`config.mk`:
```
export PLATFORM = sky130hd
export DESIGN_NAME = amux_scan_ctrl
export DESIGN_NICKNAME = d
export VERILOG_FILES = /design/src/rtl/amux_pkg.sv /design/src/rtl/amux_rr_pick.sv /design/src/rtl/amux_scan_ctrl.sv
export SDC_FILE = /design/constraint.sdc
export NUM_CORES = 1
export LEC_CHECK = 0
export BUFFER_PORTS_ARGS = -buffer_cell sky130_fd_sc_hd__buf_4
export CORE_ASPECT_RATIO = 0.75
export CORE_MARGIN = 5
export CORE_UTILIZATION = 25
export CTS_CLUSTER_SIZE = 30
export DETAILED_ROUTE_END_ITERATION = 8
export GPL_TIMING_DRIVEN = 1
export HOLD_SLACK_MARGIN = 0.05
export PLACE_DENSITY = 0.4
export REMOVE_ABC_BUFFERS = 1
export SLEW_MARGIN = 10
export SYNTH_ARGS = -nofsm -noshare
export SYNTH_HDL_FRONTEND = slang
export SYNTH_SLANG_ARGS = --single-unit
```
`constraint.sdc`:
```
create_clock -name clk_i -period 4.9 [get_ports clk_i]
set_input_delay 0.245 -clock clk_i [delete_from_list [all_inputs] [get_ports clk_i]]
set_output_delay 0.245 -clock clk_i [all_outputs]
set_load 0.01 [all_outputs]
```
`src/rtl/amux_pkg.sv`:
```
// Shared definitions for the analog-mux scan controller.
package amux_pkg;

  localparam int AmuxSelWidth  = 3;
  localparam int AmuxScanMaxCh = 2 ** AmuxSelWidth;

  typedef enum logic [1:0] {
    IDLE    = 2'd0,
    SETTLE  = 2'd1,
    CONVERT = 2'd2,
    HOLD    = 2'd3
  } amux_scan_state_e;

endpackage

```
`src/rtl/amux_rr_pick.sv`:
```
// Round-robin channel picker: lowest enabled index strictly above last_i,
// wrapping to the lowest enabled index when none is above. wrap_o flags the wrap.
module amux_rr_pick #(
  parameter int NUM_CH = 8,
  parameter int SW     = 3
) (
  input  logic [NUM_CH-1:0] mask_i,
  input  logic [SW-1:0]     last_i,
  output logic [SW-1:0]     next_o,
  output logic              wrap_o
);

  logic [SW-1:0] next_hi;
  logic [SW-1:0] next_lo;
  logic          found_hi;

  // Descending scan so the lowest qualifying index is the one that sticks.
  always_comb begin
    next_hi  = '0;
    next_lo  = '0;
    found_hi = 1'b0;
    for (int i = NUM_CH - 1; i >= 0; i--) begin
      if (mask_i[i]) begin
        next_lo = SW'(i);
        if (i > int'(last_i)) begin
          next_hi  = SW'(i);
          found_hi = 1'b1;
        end
      end
    end
    wrap_o = !found_hi;
    next_o = found_hi ? next_hi : next_lo;
  end

endmodule

```
`src/rtl/amux_scan_ctrl.sv`:
```
// Analog-mux scan sequencer: round-robin over enabled channels, settle,
// start one conversion, capture the result into a single-entry output slot.
// Build option AMUX_SCAN_TIMEOUT_EN: bounded conversion wait; a timed-out
// sample carries all-ones data and smp_err_o=1.
//
// state   | meaning
// IDLE    | waiting for en_i with a non-empty channel mask
// SETTLE  | mux select applied, counting down settle time
// CONVERT | start pulse issued, waiting for adc_done_i
// HOLD    | sample captured, waiting for the output slot to free up
module amux_scan_ctrl
  import amux_pkg::*;
#(
  parameter int NUM_CH   = 8,
  parameter int SETTLE_W = 8,
  parameter int DATA_W   = 12,
  parameter int TO_W     = 10
) (
  input  logic                    clk_i,
  input  logic                    rst_i,
  input  logic                    en_i,
  input  logic                    single_i,
  input  logic [NUM_CH-1:0]       ch_mask_i,
  input  logic [SETTLE_W-1:0]     settle_cycles_i,
  output logic [AmuxSelWidth-1:0] amux_sel_o,
  output logic                    adc_start_o,
  input  logic                    adc_done_i,
  input  logic [DATA_W-1:0]       adc_data_i,
  output logic                    smp_valid_o,
  input  logic                    smp_ready_i,
  output logic [AmuxSelWidth-1:0] smp_ch_o,
  output logic [DATA_W-1:0]       smp_data_o,
  output logic                    busy_o
`ifdef AMUX_SCAN_TIMEOUT_EN
  ,
  output logic                    smp_err_o
`endif
);

  localparam int SW = AmuxSelWidth;

  amux_scan_state_e  state_q, state_d;
  logic [SW-1:0]       sel_q, sel_d;
  logic [SW-1:0]       last_q, last_d;
  logic [SW-1:0]       first_q, first_d;
  logic [SETTLE_W-1:0] cnt_q, cnt_d;
  logic                start_q, start_d;
  logic                valid_q, valid_d;
  logic [SW-1:0]       ch_q, ch_d;
  logic [DATA_W-1:0]   data_q, data_d;
  logic [SW-1:0]       hold_ch_q, hold_ch_d;
  logic [DATA_W-1:0]   hold_data_q, hold_data_d;

  logic [SW-1:0]       pick_idx;
  logic                pick_wrap;
  logic                pass_done;
  logic                slot_free;
  logic                got;
  logic [DATA_W-1:0]   cap_data;
  logic                load;
  logic [SW-1:0]       load_ch;
  logic [DATA_W-1:0]   load_data;

`ifdef AMUX_SCAN_TIMEOUT_EN
  logic [TO_W-1:0]     to_q, to_d;
  logic                err_q, err_d;
  logic                hold_err_q, hold_err_d;
  logic                cap_err;
  logic                load_err;
`else
  localparam int unused_to_w = TO_W;
`endif

  amux_rr_pick #(
    .NUM_CH (NUM_CH),
    .SW     (SW)
  ) u_pick (
    .mask_i (ch_mask_i),
    .last_i (last_q),
    .next_o (pick_idx),
    .wrap_o (pick_wrap)
  );

  // Pass ends when the next pick wraps back to or below the pass's first channel.
  assign pass_done = pick_wrap && (pick_idx <= first_q);
  assign slot_free = !valid_q || smp_ready_i;

  // Next-state, capture and output-slot logic.
  always_comb begin
    state_d     = state_q;
    sel_d       = sel_q;
    last_d      = last_q;
    first_d     = first_q;
    cnt_d       = cnt_q;
    start_d     = 1'b0;
    valid_d     = valid_q;
    ch_d        = ch_q;
    data_d      = data_q;
    hold_ch_d   = hold_ch_q;
    hold_data_d = hold_data_q;
    got         = 1'b0;
    cap_data    = adc_data_i;
    load        = 1'b0;
    load_ch     = hold_ch_q;
    load_data   = hold_data_q;
`ifdef AMUX_SCAN_TIMEOUT_EN
    to_d        = to_q;
    err_d       = err_q;
    hold_err_d  = hold_err_q;
    cap_err     = 1'b0;
    load_err    = hold_err_q;
`endif

    if (valid_q && smp_ready_i) valid_d = 1'b0;

    unique case (state_q)
      IDLE: begin
        if (en_i && (ch_mask_i != '0)) begin
          sel_d   = pick_idx;
          last_d  = pick_idx;
          first_d = pick_idx;
          cnt_d   = settle_cycles_i;
          state_d = SETTLE;
        end
      end
      SETTLE: begin
        if (cnt_q == '0) begin
          start_d = 1'b1;
          state_d = CONVERT;
`ifdef AMUX_SCAN_TIMEOUT_EN
          to_d    = '1;
`endif
        end else begin
          cnt_d = cnt_q - SETTLE_W'(1);
        end
      end
      CONVERT: begin
        // start_q marks the start cycle, where a done strobe is not trusted.
        got = !start_q && adc_done_i;
`ifdef AMUX_SCAN_TIMEOUT_EN
        if (to_q != '0) to_d = to_q - TO_W'(1);
        if (!start_q && !adc_done_i && (to_q == '0)) begin
          got      = 1'b1;
          cap_data = '1;
          cap_err  = 1'b1;
        end
`endif
        if (got) begin
          hold_ch_d   = sel_q;
          hold_data_d = cap_data;
`ifdef AMUX_SCAN_TIMEOUT_EN
          hold_err_d  = cap_err;
          load_err    = cap_err;
`endif
          if (slot_free) begin
            load      = 1'b1;
            load_ch   = sel_q;
            load_data = cap_data;
          end else begin
            state_d = HOLD;
          end
        end
      end
      HOLD: begin
        if (slot_free) load = 1'b1;
      end
      default: state_d = IDLE;
    endcase

    if (load) begin
      valid_d = 1'b1;
      ch_d    = load_ch;
      data_d  = load_data;
`ifdef AMUX_SCAN_TIMEOUT_EN
      err_d   = load_err;
`endif
      if (en_i && (ch_mask_i != '0) && (!single_i || !pass_done)) begin
        sel_d   = pick_idx;
        last_d  = pick_idx;
        cnt_d   = settle_cycles_i;
        state_d = SETTLE;
        if (pass_done) first_d = pick_idx;
      end else begin
        state_d = IDLE;
      end
    end
  end

  // State and datapath registers with synchronous reset.
  always_ff @(posedge clk_i) begin
    if (rst_i) begin
      state_q     <= IDLE;
      sel_q       <= '0;
      last_q      <= SW'(NUM_CH - 1);
      first_q     <= '0;
      cnt_q       <= '0;
      start_q     <= 1'b0;
      valid_q     <= 1'b0;
      ch_q        <= '0;
      data_q      <= '0;
      hold_ch_q   <= '0;
      hold_data_q <= '0;
`ifdef AMUX_SCAN_TIMEOUT_EN
      to_q        <= '0;
      err_q       <= 1'b0;
      hold_err_q  <= 1'b0;
`endif
    end else begin
      state_q     <= state_d;
      sel_q       <= sel_d;
      last_q      <= last_d;
      first_q     <= first_d;
      cnt_q       <= cnt_d;
      start_q     <= start_d;
      valid_q     <= valid_d;
      ch_q        <= ch_d;
      data_q      <= data_d;
      hold_ch_q   <= hold_ch_d;
      hold_data_q <= hold_data_d;
`ifdef AMUX_SCAN_TIMEOUT_EN
      to_q        <= to_d;
      err_q       <= err_d;
      hold_err_q  <= hold_err_d;
`endif
    end
  end

  assign amux_sel_o  = sel_q;
  assign adc_start_o = start_q;
  assign smp_valid_o = valid_q;
  assign smp_ch_o    = ch_q;
  assign smp_data_o  = data_q;
  assign busy_o      = (state_q != IDLE);
`ifdef AMUX_SCAN_TIMEOUT_EN
  assign smp_err_o   = err_q;
`endif

endmodule

```
==> impl_summary.txt <==
----------------------------------------------------
[Global route]
  GRT overflow ... 0
  Global-route wire length before repair ... 12000 um
  Antenna violations before repair ... 0
  Vias in the first global route ... 2364
  Maximum number of pins on one net before global-route repair ... 44
  Total global routing track utilization ... 11.0%

[Cells and area]
  Final Net Count ... 434
  Fraction of final layout cells with drive strength greater than 1 ... 20.2%
  Most common cell after layout, fill and taps aside ... buf_4
  Final instance count without filler cells ... 531
  ANT cells ... 0
  Post-synthesis to final-layout area growth ... 23.8%
  Commonest non-fill, non-tap cells in the layout ... buf_4, dfxtp_1, nand2_1

[Pwr]
  Power density cells ... 542 nW/um2
  Worst vdd rail ir drop ... 206 uV
  Static leakage ... 1.26 nW

[Timing]
  Max frequency ... 0.301 GHz
  Number of endpoints failing setup at the final stage ... 0
  Measured slew at the worst slew-check pin ... 0.785 ns
  RSZ-0062 raised after global routing ... no
  Fin. max-slew vios ... 0
  Final hold violation count ... 0
  Remaining max-slew budget at the tightest pin ... 47.6%
  Portion of the clock cycle consumed by the worst path in the final layout ... 67.8%
  Summed negative setup slack over all endpoints ... 0 ns
  Tmin final ... 3.32 ns
  Worst clock skew on the final layout ... 0.00500 ns

[Detailed routing]
  DRT iter0 DRCs ... 91
  Routed wire length per instance ... 13.8 um
  Detailed-route via count ... 2532
  Antenna-violating nets left ... 0
  Total routed wirelength ... 7340 um
  Via density ... 4.77
  Remaining DRCs ... 0
  Number of search-and-repair iterations in the first detailed-routing pass ... 4

[Clock tree]
  CTS sink count ... 51
  TritonCTS clock tree ... done
  Count of H-tree levels built during CTS ... 2
  Bufs on Longest Clock Path ... 2
  Clock insertion delay at the later pin of the skew report ... 0.29 ns
  Clock slew at reported path FFs ... 0.07 ns
  Buffer type at the clock tree root ... clkbuf_16
  Hold-fix buffers at CTS ... 0
  Setup repair bufs after CTS ... 0
  Number of gates resized after CTS ... 0
  Number of buffers added by the clock tree synthesis step ... 5

[Setup path]
  Required @ worst endpoint ... 5.06 ns
  Sort of element at the start of the critical path ... flop
  Maximum fanout along the worst path ... 16
  Critical setup path kind ... flop to flop
  Setup crit end kind ... flop
  Arrival time reported for the critical path endpoint ... 3.48 ns

[Yosys]
  Yosys synthesis warning count ... 0
  Post-synth EDFFs ... 0
  Most used flip-flop cell after synthesis ... dfxtp_1
  Netlist cell types ... 51
  Flops & latches, synth ... 51
  Share of the yosys chip area belonging to registers ... 37.0%
  Async set-or-reset flop fraction in the synthesized netlist ... 0%
  Number of instances in the synthesized netlist ... 348
  Syn_area_per_cell ... 7.93 um2
  Cell area after synthesis ... 2760 um2

[Die]
  Area of the die ... 13300 um2
  Overall die height ... 101 um
  Standard-cell row count ... 33
  Initial Util ... 25.4%
  Chip Width ... 131 um
  Total core area ... 10900 um2
  IO Count ... 55

[Placement]
  Detailed placer's ending HPWL ... 5170 um
  Placed Instances ... 523
  RD Place Congestion ... 0.771
  Count of input and output buffers ... 54

[Outcome]
  Result of the run ... finished clean

[Hold path]
  Worst min path class ... input port to flop

[Job]
  Total of max-cap violations ... 0

----------------------------------------------------
path summary, 6_finish.rpt:
path                                          from            end  slack, ns  depth (start not counted)
worst max-delay path                     last_q[2]  amux_sel_o[2]       1.58                         10
worst min-delay path            settle_cycles_i[5]       cnt_q[5]       0.15                          2
worst max register to register           last_q[2]  amux_sel_o[2]       1.58                         10
worst min register to register        hold_ch_q[2]   hold_ch_q[2]       0.45                          2
state kept, by name, summed over array words and instances (netlist names):
name / count
amux_sel_o: 3
smp_valid_o: 1
hold_ch_q: 3
state_q: 2
hold_data_q: 12
adc_start_o: 1
last_q: 3
first_q: 3
smp_ch_o: 3
smp_data_o: 12
cnt_q: 8
worst max-delay path, cell delays in order, from the launching register on:
cell	delay [ns]
dfxtp_1	0.60
a21boi_1	0.15
o21ai_1	0.18
nand2_1	0.19
o31ai_1	0.48
ha_1	0.33
a211oi_1	0.27
o21ai_0	0.23
o31a_1	0.37
o21ai_0	0.27
a21oi_1	0.10
power by group:
| part | total (mW) | switching [mW] | internal (mW) |
|---|---|---|---|
| Sequential | 0.637 | 0.113 | 0.524 |
| Clock | 0.358 | 0.167 | 0.191 |
| Combinational | 0.856 | 0.490 | 0.365 |
through the flow:
stage	instance area [um2]	utilization [%]	power [mW]	hold slack [ns]	worst slack, ns
floorplan	2660	-	1.24	0.314	2.12
global placement	3270	30.1	1.51	0.436	1.66
detailed placement	3270	30.1	1.51	0.443	1.57
CTS	3420	31.5	1.88	0.138	1.55
global route	3420	31.5	2.03	0.143	1.17
finish	3420	31.5	1.85	0.150	1.58
synthesized netlist by cell type, types with 6 or more instances:
cell type / number / share of area [%]
a211oi_1: 11 / 3.0
a21oi_1: 27 / 4.9
a311oi_1: 6 / 1.9
clkbuf_1: 15 / 2.0
dfxtp_1: 51 / 37
ha_1: 10 / 4.5
inv_1: 15 / 2.0
nand2_1: 42 / 5.7
nand2b_1: 10 / 2.3
nand3_1: 9 / 1.6
nand3b_1: 8 / 2.2
nor2_1: 37 / 5.0
nor3_1: 14 / 2.5
o21ai_0: 20 / 3.6
o2bb2ai_1: 7 / 2.2
cell type report:
class	instances	area, um2
Clock inverter	3	23.8
Inverter	15	56.3
Sequential cell	51	1020
Multi-Input combinational cell	260	1590
Fill cell	1173	7440
Tap cell	140	175
Timing Repair Buffer	57	428
Clock buffer	5	125
metal layers:
layer | vias to the layer above | global-route usage, % | wire length, um | share of wire (%)
met1 | 1164 | 15.5 | 3770 | 51
met2 | 34 | 16.5 | 3230 | 44
met3 | 5 | 2.99 | 280 | 3.8
li1 | 1329 | - | - | -
met4 | 0 | 2.85 | 57 | 0.78
met5 | - | 0 | 0 | 0
cells by family after synthesis:
kind of cell	after synthesis	share of synthesized area [%]
AO/OA/AOI/OAI	110	27.9
AND/OR/NAND/NOR	136	23.7
XOR/XNOR	1	0.317
adder cells (fa/ha/maj)	10	4.53
flip-flops	51	37.0
buffers and inverters	37	5.53
multiplexers	3	1.09
(Power assumes the default switching activity.)
